$ cat config.mk
export PLATFORM = sky130hd
export DESIGN_NAME = multicycle_control
export DESIGN_NICKNAME = d
export VERILOG_FILES = /design/src/rtl/multicycle_control.sv
export SDC_FILE = /design/constraint.sdc
export NUM_CORES = 1
export LEC_CHECK = 0
export BUFFER_PORTS_ARGS = -buffer_cell sky130_fd_sc_hd__buf_2
export CAP_MARGIN = 10
export CORE_MARGIN = 1
export CORE_UTILIZATION = 39
export CTS_CLUSTER_DIAMETER = 60
export DETAILED_ROUTE_END_ITERATION = 7
export PLACE_DENSITY = 0.65
export SLEW_MARGIN = 20
export SYNTH_ARGS = -nofsm -noshare
export SYNTH_HDL_FRONTEND = slang
export SYNTH_SLANG_ARGS = --single-unit
$ cat constraint.sdc
create_clock -name clk -period 5.9 [get_ports clk]
set_clock_uncertainty 0.2 [all_clocks]
set_input_delay 0.295 -clock clk [delete_from_list [all_inputs] [get_ports clk]]
set_output_delay 0.295 -clock clk [all_outputs]
set_load 0.1 [all_outputs]
$ cat src/rtl/multicycle_control.sv
// Multicycle CPU control FSM: Moore-decoded datapath controls plus retired-instruction counter.
// State advances every cycle except FETCH/MEM_READ/MEM_WRITE, which stall until mem_ready.
module multicycle_control #(
  parameter int INSTRET_W = 32
) (
  input  logic                 clk,
  input  logic                 rst,
  input  logic [6:0]           opcode,
  input  logic                 mem_ready,
  output logic [3:0]           state,
  output logic                 pc_write,
  output logic                 pc_write_cond,
  output logic                 ir_write,
  output logic                 mem_read,
  output logic                 mem_write,
  output logic                 reg_write,
  output logic                 iord,
  output logic [1:0]           alu_src_a,
  output logic [1:0]           alu_src_b,
  output logic [1:0]           alu_op,
  output logic [1:0]           pc_source,
  output logic [1:0]           mem_to_reg,
  output logic                 illegal_instr,
  output logic [INSTRET_W-1:0] instret
);

  localparam logic [3:0] S_FETCH     = 4'd0;
  localparam logic [3:0] S_DECODE    = 4'd1;
  localparam logic [3:0] S_MEM_ADDR  = 4'd2;
  localparam logic [3:0] S_MEM_READ  = 4'd3;
  localparam logic [3:0] S_MEM_WB    = 4'd4;
  localparam logic [3:0] S_MEM_WRITE = 4'd5;
  localparam logic [3:0] S_EXEC_R    = 4'd6;
  localparam logic [3:0] S_ALU_WB    = 4'd7;
  localparam logic [3:0] S_BRANCH    = 4'd8;
  localparam logic [3:0] S_JAL       = 4'd9;

  localparam logic [6:0] OP_LOAD   = 7'b0000011;
  localparam logic [6:0] OP_STORE  = 7'b0100011;
  localparam logic [6:0] OP_RTYPE  = 7'b0110011;
  localparam logic [6:0] OP_BRANCH = 7'b1100011;
  localparam logic [6:0] OP_JAL    = 7'b1101111;

  logic [3:0]           state_q, state_d;
  logic [INSTRET_W-1:0] instret_q, instret_d;
  logic                 retire;

  always_comb begin
    state_d       = state_q;
    retire        = 1'b0;
    illegal_instr = 1'b0;
    pc_write      = 1'b0;
    pc_write_cond = 1'b0;
    ir_write      = 1'b0;
    mem_read      = 1'b0;
    mem_write     = 1'b0;
    reg_write     = 1'b0;
    iord          = 1'b0;
    alu_src_a     = 2'd0;
    alu_src_b     = 2'd0;
    alu_op        = 2'b00;
    pc_source     = 2'd0;
    mem_to_reg    = 2'd0;
    case (state_q)
      S_FETCH: begin
        mem_read  = 1'b1;
        alu_src_b = 2'd1;
        alu_op    = 2'b10;
        if (mem_ready) begin
          ir_write = 1'b1;
          pc_write = 1'b1;
          state_d  = S_DECODE;
        end
      end
      S_DECODE: begin
        alu_src_a = 2'd2;
        alu_src_b = 2'd2;
        alu_op    = 2'b10;
        case (opcode)
          OP_LOAD, OP_STORE: state_d = S_MEM_ADDR;
          OP_RTYPE:          state_d = S_EXEC_R;
          OP_BRANCH:         state_d = S_BRANCH;
          OP_JAL:            state_d = S_JAL;
          default: begin
            state_d       = S_FETCH;
            illegal_instr = 1'b1;
          end
        endcase
      end
      S_MEM_ADDR: begin
        alu_src_a = 2'd1;
        alu_src_b = 2'd2;
        alu_op    = (opcode == OP_LOAD) ? 2'b11 : 2'b10;
        state_d   = (opcode == OP_LOAD) ? S_MEM_READ : S_MEM_WRITE;
      end
      S_MEM_READ: begin
        mem_read = 1'b1;
        iord     = 1'b1;
        if (mem_ready) state_d = S_MEM_WB;
      end
      S_MEM_WRITE: begin
        mem_write = 1'b1;
        iord      = 1'b1;
        if (mem_ready) begin
          state_d = S_FETCH;
          retire  = 1'b1;
        end
      end
      S_MEM_WB: begin
        reg_write  = 1'b1;
        mem_to_reg = 2'd1;
        state_d    = S_FETCH;
        retire     = 1'b1;
      end
      S_EXEC_R: begin
        alu_src_a = 2'd1;
        alu_op    = 2'b01;
        state_d   = S_ALU_WB;
      end
      S_ALU_WB: begin
        reg_write = 1'b1;
        state_d   = S_FETCH;
        retire    = 1'b1;
      end
      S_BRANCH: begin
        alu_src_a     = 2'd1;
        pc_write_cond = 1'b1;
        pc_source     = 2'd1;
        state_d       = S_FETCH;
        retire        = 1'b1;
      end
      S_JAL: begin
        pc_write   = 1'b1;
        pc_source  = 2'd2;
        reg_write  = 1'b1;
        mem_to_reg = 2'd2;
        state_d    = S_FETCH;
        retire     = 1'b1;
      end
      default: state_d = S_FETCH;
    endcase
    instret_d = instret_q + INSTRET_W'(retire);
  end

  // Reset wins over any pending transition, including a stalled memory access.
  always_ff @(posedge clk) begin
    if (rst) begin
      state_q   <= S_FETCH;
      instret_q <= '0;
    end else begin
      state_q   <= state_d;
      instret_q <= instret_d;
    end
  end

  assign state   = state_q;
  assign instret = instret_q;

endmodule

== Yosys cells after proc, flatten, opt, wreduce, memory -nomap -nowiden ==
Cells that the tools add are included.
Word-level totals
  output and inout port bits: 54
  bits of input ports: 10
  flip-flop bits (word level): 36
Cells by class
  multiplexer cells: 23
  $add $sub $neg: 1
  reduce and logical (&&, ||, !) cells: 11
  eq/ne operators: 17
Operator list (count)
  adder 32 x 1 -> 32 bit: 1
  case mux 4 bit (6 select lines): 1
  equality test 4 x 3 -> 1 bit (second input constant): 4
  case mux 2 bit (2 select lines): 4
  case mux 4 bit (4 select lines): 1
  equality test 7 x 6 -> 1 bit (second input constant): 2
  equality test 7 bit (second input constant): 2
  2-to-1 mux 4 bit: 3
  2-to-1 mux 1 bit: 10
  OR reduction 2 bit: 5
  equality test 4 x 2 -> 1 bit (second input constant): 2
  equality test 4 bit (second input constant): 2
  equality test 7 x 2 -> 1 bit (second input constant): 1
  inequality test 2 bit (second input constant): 3
  case mux 2 bit (3 select lines): 1
  OR reduction 3 bit: 2
  OR reduction 5 bit: 1
  equality test 4 x 1 -> 1 bit (second input constant): 1
  logical NOT 4 bit: 1
  case mux 1 bit (2 select lines): 2
  OR reduction 4 bit: 1
  2-to-1 mux 3 bit: 1
  AND reduction 3 bit: 1

== Longest topological paths before layout ==
  depth in word-level cells: 4
  gate-level depth with buffers: 12
  gate-level depth less buffers: 10

== Worst setup path before layout ==
Ideal clock, no wire load.
  kind: register -> register
  from: register state_q[0], in the netlist state[0]
  to: register instret_q[24], in the netlist instret[24]
  path slack: -0.620 ns
  period minus slack after synthesis: 6.520 ns
  path buffers: 2
  library setup time: 0.070 ns
  data arrival time: 6.250 ns
  stages on the path, launching flop included: 11
  data required time: 5.630 ns
  cell sequence: dfxtp_1 > buf_2 > nor4bb_1 > a211o_1 > ha_1 > ha_1 > and4_1 > buf_2 > nand2_1 > or4_1 > a21oi_1
On the way
  longest elaborated chain between the ends: 4
  elaborated cells between the ends (all ways): 8
RTL lines
  from (decl): line 44  | logic [3:0] state_q, state_d;
  from (signal assigned): line 151  | state_q <= state_d;
  equality test 4 bit / equality test 4 x 3 -> 1 bit (equally long branches): line 64  | case (state_q)
  OR reduction 4 bit (no line)
  case mux 1 bit (2 select lines) *: line 64
  adder 32 x 1 -> 32 bit *: line 142  | instret_d = instret_q + INSTRET_W'(retire);
  to (signal assigned): line 152  | instret_q <= instret_d;
  to (decl): line 45  | logic [INSTRET_W-1:0] instret_q, instret_d;
Every way passes the cells marked *; elsewhere a longest branch is shown, timed or not.
A chain may end at the register's enable or synchronous reset.

== Final worst setup path ==
  from: register state_q[2], in the netlist state[2]
  to: register instret_q[20], in the netlist instret[20]
The elaborated chain is that of the path after synthesis.

==> out/metrics.yaml <==
status: "finished clean"
clock.fmax_ghz: 0.3010
synth_nets: 249
vias: 1916
critPathKind: "flop to flop"
cts-root-buf: "clkbuf_8"
tritoncts: "yes"
synth.top_cells.by_count: "dfxtp_1 (36), a21oi_1 (18), nor2_1 (17)"
required_ns: 5.92
io_buffer_count: 63
nets: 301
p_per_area_mw_per_mm2: 222.7
vdd_drop_max_mv: 0.1230
routed_via_density: 5.367
die_w_um: 73.60
initial_core_util_pct: 41.51
synth_most_common_cell: "dfxtp_1"
grt_pass1_vias: 1598
fillers: 491
p_leak_nw: 1.013
ys_warn_count: 0
antenna_cells: 0
crit_fanout: 15
place.gp.congestion: 0.7570
fin_setup_tns_ns: 0
synth_cells: 237
ys_ff_latch: 36
period_minus_slack_ns: 3.323
dpl.hpwl_um: 3262
path_cells: "nor4bb_2 > a211o_1 > ha_1 > ha_1 > and4_1 > nand2_1 > or4_1 > a21oi_1"
yosysTopAreaCell: "dfxtp_1"
cts_setup_buffers: 0
worstSkewPairLatency_ns: 0.29
fin_util_pct: 50.23
drv_cap: 0
dr.pass1.iters: 4
grt_max_degree: 39
ios: 64
worstHoldPathType: "input port to flop"
worstMarginPinSlew_ns: 0.6764
ys_seq_area_share_pct: 36.05
rows: 25
coreArea_mm2: 0.004817
crit_buf_inv: 0
wl_per_cell_um: 12.85
synthTopCellsByArea: "dfxtp_1 (36%), xor2_1 (5.7%), o31ai_1 (4.9%), or4_1 (4.9%), a21oi_1 (4.5%)"
drtAntennaViolNets: 0
drt_iter0_drc: 126
finalNonFillerCells: 357
route.detailed.drc: 0
crit_family: "simple AND/OR/NAND/NOR gates"
startpoint_type: "flop"
hold_buffers: 0
arrival_ns: 3.34
hold_violations: 0
synthFlopType: "dfxtp_1"
crit_path_top_delay_cell: "dfxtp_1"
synth_edf_count: 0
htreeDepth: 2
grt_setup_unrepaired: "false"
drive_gt1_share_pct: 28.62
post-route-period-util_pct: 56.32
cts.sinks: 36
synthArstFlopShare_pct: 0
endpoint_kind: "flop"
grt_usage_pct: 18.03
grt_overflow: 0
dp.cells: 349
wl_um: 4587
clk_pin_slew_ns: 0.07
grt_pass1_wl_um: 7555
numCtsBuffers: 5
slowest_delay_ns: 0.63
synth_area_mm2: 0.001999
crit_path_frequent_cell: "ha_1"
die_y_um: 73.60
drv_slew: 0
cts_resized: 0
max_slew_margin_pct: 54.91
synth.top_cell.area_share_pct: 36.05
syn2layout_area_growth_pct: 21.03
max-clock-path-buffers: 2
avgSynthCellArea_um2: 8.436
yosysUniqueCellTypes: 47
dieArea_mm2: 0.005417
antenna_found_initial: 0
setup_viol_count_final: 0
## state kept, by name (all words and copies together), names as in the netlist
register  flops
instret      32
state         4
## where the power goes
part	internal, mW	total (mW)	switching (mW)
clock network	0.125	0.217	0.0922
logic	0.0139	0.0751	0.0613
registers	0.244	0.247	0.00296
## final timing paths
| kind | from | to | slack (ns) | depth (start not counted) |
|---|---|---|---|---|
| setup / recovery | state[2]$_SDFFE_PP0P_ | instret[20]$_SDFF_PP0_ | 2.58 | 8 |
| hold / removal | opcode[4] | state[3]$_SDFFE_PP0P_ | 0.20 | 3 |
| setup reg to reg | state[2]$_SDFFE_PP0P_ | instret[20]$_SDFF_PP0_ | 2.58 | 8 |
| hold reg to reg | instret[17]$_SDFF_PP0_ | instret[17]$_SDFF_PP0_ | 0.30 | 2 |
## worst reg2reg max path, delay by kind of cell (launching register included)
family,cells,cell delay (ns)
and+or+nand+nor,4,1.71
AOI/OAI and AO/OA,2,0.35
adders and majority gates,2,0.36
DFF,1,0.63
## logic make-up (layout without fill, tap and decap cells)
group	Yosys count	count (layout)	synth area share (%)
compound gates	44	44	14.27
xor+xnor	15	15	6.571
fa+ha+maj	2	2	1.251
buf+inv	26	79	6.633
flops	36	36	36.04
mux	3	3	1.627
simple gates	111	111	33.60
## layer usage
metal	up-vias	GRT usage (%)	part of all wire, %
li1	977	-	-
met1	887	24.24	49
met2	45	28.34	44
met3	7	3.978	5.0
met4	0	6.410	1.3
met5	-	0	0
## through the flow
step	power (mW)	cell area (um^2)	hold slack [ns]	setup WS, ns
detailed placement	0.3278	2308	0.2848	2.646
global route	0.5586	2420	0.2083	2.298
global placement	0.3276	2308	0.2782	2.741
floorplan	0.3149	2012	0.3029	0.3801
CTS	0.5451	2420	0.1826	2.602
finish	0.5389	2420	0.2002	2.577
## cell type report
type,count,area (um^2),area share [%]
inverter,8,30.03,1.241
clock buffer,5,68.82,2.844
clock inverter,3,42.54,1.758
timing repair buffer,63,315.3,13.03
multi-input combinational,175,1159,47.88
tap,67,83.83,3.464
sequential,36,720.7,29.78
## cell usage in the layout, fill, tap and decap left out, drive strengths merged, types with 10 or more instances in the layout
cell type	n
nand4	10
buf	63
nand2	15
or4	13
xor2	13
a21oi	18
dfxtp	36
o31ai	13
nor2	17
Power figures use the tool's default switching activity.
